--- src/rtl/demux1to4_stream.sv ---
// demux1to4_stream: registered 1-to-4 valid/ready demultiplexer with addressed or round-robin lane selection
module demux1to4_stream #(
    parameter int WIDTH = 48
) (
    input  logic             clk,
    input  logic             rst,
    input  logic [WIDTH-1:0] in_data,
    input  logic             in_valid,
    output logic             in_ready,
    input  logic [1:0]       sel,
    input  logic             rr_en,
    output logic [WIDTH-1:0] out0,
    output logic [WIDTH-1:0] out1,
    output logic [WIDTH-1:0] out2,
    output logic [WIDTH-1:0] out3,
    output logic [3:0]       out_valid,
    input  logic [3:0]       out_ready,
    output logic [1:0]       rr_ptr
);
    logic [3:0][WIDTH-1:0] data_q, data_d;
    logic [3:0]            valid_q, valid_d;
    logic [1:0]            ptr_q, ptr_d;
    logic [1:0]            tgt;
    logic                  accept;

    always_comb begin
        tgt      = rr_en ? ptr_q : sel;
        in_ready = !valid_q[tgt] | out_ready[tgt];
        accept   = in_valid & in_ready;
        valid_d  = valid_q & ~out_ready;
        data_d   = data_q;
        if (accept) begin
            valid_d[tgt] = 1'b1;
            data_d[tgt]  = in_data;
        end
        ptr_d = (accept && rr_en) ? ptr_q + 2'd1 : ptr_q;
    end

    always_ff @(posedge clk or posedge rst) begin
        if (rst) begin
            data_q  <= '0;
            valid_q <= '0;
            ptr_q   <= '0;
        end else begin
            data_q  <= data_d;
            valid_q <= valid_d;
            ptr_q   <= ptr_d;
        end
    end

    assign out0      = data_q[0];
    assign out1      = data_q[1];
    assign out2      = data_q[2];
    assign out3      = data_q[3];
    assign out_valid = valid_q;
    assign rr_ptr    = ptr_q;
endmodule

--- config.mk ---
export PLATFORM = sky130hd
export DESIGN_NAME = demux1to4_stream
export DESIGN_NICKNAME = d
export VERILOG_FILES = /design/src/rtl/demux1to4_stream.sv
export SDC_FILE = /design/constraint.sdc
export NUM_CORES = 1
export LEC_CHECK = 0
export BUFFER_PORTS_ARGS = -buffer_cell sky130_fd_sc_hd__buf_4
export CAP_MARGIN = 10
export CELL_PAD_IN_SITES_DETAIL_PLACEMENT = 2
export CELL_PAD_IN_SITES_GLOBAL_PLACEMENT = 2
export CORE_MARGIN = 4
export CORE_UTILIZATION = 34
export CTS_BUF_LIST = sky130_fd_sc_hd__clkbuf_8
export DETAILED_ROUTE_END_ITERATION = 10
export GPL_TIMING_DRIVEN = 0
export HOLD_SLACK_MARGIN = 0.02
export PLACE_DENSITY_LB_ADDON = 0.1
export SYNTH_ARGS = -nofsm -noshare
export SYNTH_HDL_FRONTEND = slang
export SYNTH_SLANG_ARGS = --single-unit
--- constraint.sdc ---
create_clock -name clk -period 8.5 [get_ports clk]
set_input_delay 0.85 -clock clk [delete_from_list [all_inputs] [get_ports clk]]
set_output_delay 0.85 -clock clk [all_outputs]
set_load 0.02 [all_outputs]
* Yosys cells after proc, flatten, opt, wreduce, memory -nomap -nowiden
Index checks and enable logic that the tools add are counted.
Widths: inputs -> output; s select.
** Word-level totals
- Register bits after elaboration :: 198
- Bits of input ports :: 58
- Output and inout port bits :: 199
- Logic and storage cells :: 28
** Cells by class
- $add $sub $neg :: 1
- Order comparisons :: 2
- Muxes and demuxes :: 11
- Bitwise gates (word level) :: 5
- Reduce and logical (&&, ||, !) cells :: 3
** Operators by type and width (number)
- $bwmux 192 :: 1
- $demux 48 s2 :: 1
- $mux 48 :: 1
- $and 4x4->4 :: 1
- $bmux 1 s2 :: 2
- $mux 4 :: 1
- $not 4->4 :: 1
- $or 4x4->4 :: 1
- $lt 2x3->1 const B :: 1
- $mux 1 :: 3
- $add 2x1->2 const B :: 1
- $demux 1 s2 :: 1
- $ge 2x1->1 const B :: 1
- $logic_and 1x1->1 :: 2
- $mux 2 :: 1
- $and 1x1->1 :: 1
- $logic_not 1->1 :: 1
- $or 1x1->1 :: 1

* Longest topological paths before layout
- Depth after elaboration :: 7
- Mapped depth :: 6
- Depth with buffers taken out :: 4

* Least setup slack after synthesis
OpenSTA, ideal clock, no wires.
- Path type :: in2out
- Start :: input rr_en
- End :: output in_ready
- Data arrival time :: 1.789 ns
- Slack :: 5.861 ns
- Stages on the path :: 4
- Cells stage by stage :: buf_6 mux2_4 mux2i_1 mux2i_1
** On the way
- Word-level cells in the longest chain between the ends :: 5
** RTL lines
- from (decl) :: RTL line 11 : input logic rr_en,
- $mux 2 (*) :: RTL line 27 : tgt = rr_en ? ptr_q : sel;
- $bmux 1 s2 :: RTL line 28 : in_ready = !valid_q[tgt] | out_ready[tgt];
- $mux 1 (not written as such) :: RTL line 28
- $logic_not 1->1 :: RTL line 28
- $or 1x1->1 (*) :: RTL line 28
- to (decl) :: RTL line 9 : output logic in_ready,
Mark *: on every way between the ends. The rest lies on a longest branch, timed or not. The select of a mux whose other input is x is not followed.

* Worst setup path in the final report
Ends and elaborated chain as after synthesis.

==> reports/results.txt <==
Status -> finished, final reports clean
Launch point of the worst reg-to-reg path -> rr_ptr[1]$_DFFE_PP0P_
Final setup violation count -> 0
Pwr Density -> 429 mW/mm2
Cell area after layout -> 0.0102 mm2
Least-Margin Pin Slew -> 0.653 ns
Clock-pin slew on the worst setup and hold paths -> 0.11 ns
CTS Buffer Depth -> 2
CTS tree -> done
Die Ht -> 157 um
Area grow syn2layout -> 35.5%
Number of global-route vias before repair -> 5495
Final wirelength -> 21700 um
Fmax achieved -> 375 MHz
DRC violations left -> 0
Mean post-synth cell area -> 17.1 um2
Die W -> 157 um
Worst slew margin -> 56.5%
H-tree levels -> 4
Reg2reg setup slack -> 6.57 ns
Commonest cells after routing, fill and taps aside -> 259 x buf_4, 198 x dfrtp_1, 162 x mux2_2
Final Cycle Share -> 31.4%
CORE AREA -> 0.0218 mm2
Highest-delay cell along the critical path -> mux2i_4
Clk root buf -> clkbuf_8
Final hold vios -> 0
Post-CTS Resized -> 0
Synth warn -> 0
Share of layout cells above drive strength 1 -> 67.5%
Internal Pwr Total -> 2650 uW
GR Util All Layers -> 17.7%
Detail Route Antenna Nets -> 0
Cells along the critical path -> buf_6 > mux2i_4 > mux2i_1 > mux2i_1 > buf_4
Clock power share -> 13.1%
HP Class -> in -> async
First-pass GRT wire length -> 33200 um
Die ar. -> 0.0246 mm2
Post-CTS Hold Fix Bufs -> 0
RR Endpoint -> out3[7]$_DFFE_PP0P_
Largest net degree at the start of global routing -> 130
Crit path capture -> in_ready
CP most frequent cell -> mux2i_1
Post-CTS setup buffers -> 0
Post-Syn Instances -> 441
Sum Neg Setup Slack -> 0 ns
VDD IR max -> 164 uV
Overflow left after global routing -> 0
Worst r2r path cells -> 5
Routed WL per cell -> 21.5 um
Routed vias -> 4765
Sequential share of power -> 38.5%
Clk_lat worst skew -> 0.46 ns
Comb pwr share -> 48.4%
Max-cap viol count -> 0
RSZ-0062 raised after global routing -> false
Hold_ws -> 0.417 ns
Num CTS Buffers -> 17
Finished Layout Cells -> 1009
Final Net Count -> 774
Leading cell type in the layout, fill and taps excluded -> buf_4
WP data required -> 7.65 ns
FP Rows -> 54
Max-slew violations -> 0
NetSw -> 1730 uW
Post-Place Cells -> 977
Sink Count -> 198
Setup Skew -> 0.0169 ns
# diodes -> 0
Post-route minimum period -> 2.67 ns
Detailed Route Iter0 Violations -> 135
Top Ports -> 257
Arrival @ worst endpoint -> 1.82 ns
Dpl cell area -> 0.00984 mm2
Sw frac -> 39.6%
FILL cells -> 2136
IO Port Bufs -> 255
Antenna violations before repair -> 0
Initial Util -> 34.6%
Gpl congestion -> 0.761
DRT Pass-1 Iters -> 4
Final core utilization -> 46.8%
Post-synthesis cell area -> 0.00754 mm2
Flop and latch count out of synthesis -> 198
Detailed placer's ending HPWL -> 16000 um
Yosys cell types -> 20
Worst Setup Start Kind -> input port
Mapped Nets -> 499
Worst setup startpoint -> rr_en
Setup crit end kind -> primary output
Leakage -> 0.00490 uW
Routed vias/inst -> 4.72
CP Class -> in -> out
Register area share after synthesis -> 65.7%
Max incr delay on CP -> 0.29 ns
Crit path max fanout -> 6
## cells in the mapped netlist
| cell | count | area [um2] |
|---|---|---|
| a21oi_1 | 1 | 5.00 |
| buf_2 | 12 | 60.1 |
| buf_4 | 4 | 30.0 |
| buf_6 | 5 | 56.3 |
| dfrtp_1 | 198 | 4950 |
| inv_1 | 1 | 3.75 |
| mux2_1 | 12 | 135 |
| mux2_2 | 162 | 1820 |
| mux2_4 | 20 | 300 |
| mux2i_1 | 4 | 40.0 |
| mux2i_4 | 1 | 22.5 |
| nand2_1 | 5 | 18.8 |
| nand2b_1 | 4 | 25.0 |
| nand3_1 | 1 | 5.00 |
| nand4_1 | 4 | 25.0 |
| nor2_1 | 1 | 3.75 |
| nor2b_1 | 1 | 6.26 |
| nor3_1 | 1 | 5.00 |
| o21ai_0 | 3 | 15.0 |
| o31ai_1 | 1 | 7.51 |
## registers in the layout, indices dropped and copies added (netlist names)
name       count
out0          48
out1          48
out2          48
out3          48
out_valid      4
rr_ptr         2
## critical path, delay by kind of cell
| family | cells | cell delay (ns) |
|---|---|---|
| buffers and inverters | 2 | 0.29 |
| muxes | 3 | 0.69 |
## cell families (layout without fill, tap and decap cells)
family                 count (synthesis)  after routing  synth area share [%]
AOI/OAI and AO/OA                      5              5                 0.365
buffers and inverters                 22            310                  1.99
DFF                                  198            198                  65.7
muxes                                199            199                  30.8
and+or+nand+nor                       17             17                  1.18
## final cells by class
type	count	area [um2]	area share [%]
Clock inverter	15	144	1.41
Multi-Input combinational cell	221	2440	23.9
Sequential cell	198	4950	48.5
Buffer	21	146	1.43
Clock buffer	17	234	2.29
Timing Repair Buffer	256	1940	19.0
Inverter	1	11.3	0.110
Tap cell	280	350	3.43
## how the worst min path moves through the flow
stage | end | startpoint | slack [ns]
floorplan | out2[18]$_DFFE_PP0P_ | out2[18]$_DFFE_PP0P_ | 0.61
global placement | out2[22]$_DFFE_PP0P_ | out2[22]$_DFFE_PP0P_ | 0.48
detailed placement | out2[18]$_DFFE_PP0P_ | out2[18]$_DFFE_PP0P_ | 0.49
CTS | out1[5]$_DFFE_PP0P_ | rst | 0.39
global route | out0[5]$_DFFE_PP0P_ | rst | 0.41
finish | out1[5]$_DFFE_PP0P_ | rst | 0.42
## routing by layer
metal	global-route usage, %	vias to the layer above	part of all wire (%)
met5	0	-	0
met4	4.46	0	1.0
met3	5.88	14	7.7
met2	31.2	140	53
met1	21.0	2497	38
li1	-	2114	-
## power by group through the flow
stage | clock network [uW] | registers [uW] | logic (uW)
4_1_cts | 603 | 1700 | 2170
3_3_place_gp | 0 | 1670 | 2110
5_1_grt | 652 | 1750 | 2240
3_5_place_dp | 0 | 1710 | 2160
2_1_floorplan | 0 | 2250 | 551
6_report | 575 | 1690 | 2120
## through the flow
step                power, uW  worst slack, ns
floorplan                2800             2.25
global placement         3780            0.277
detailed placement       3870             5.82
CTS                      4470             5.82
global route             4640             5.76
finish                   4380             5.83
No activity file was read; power rests on OpenSTA's default activity.
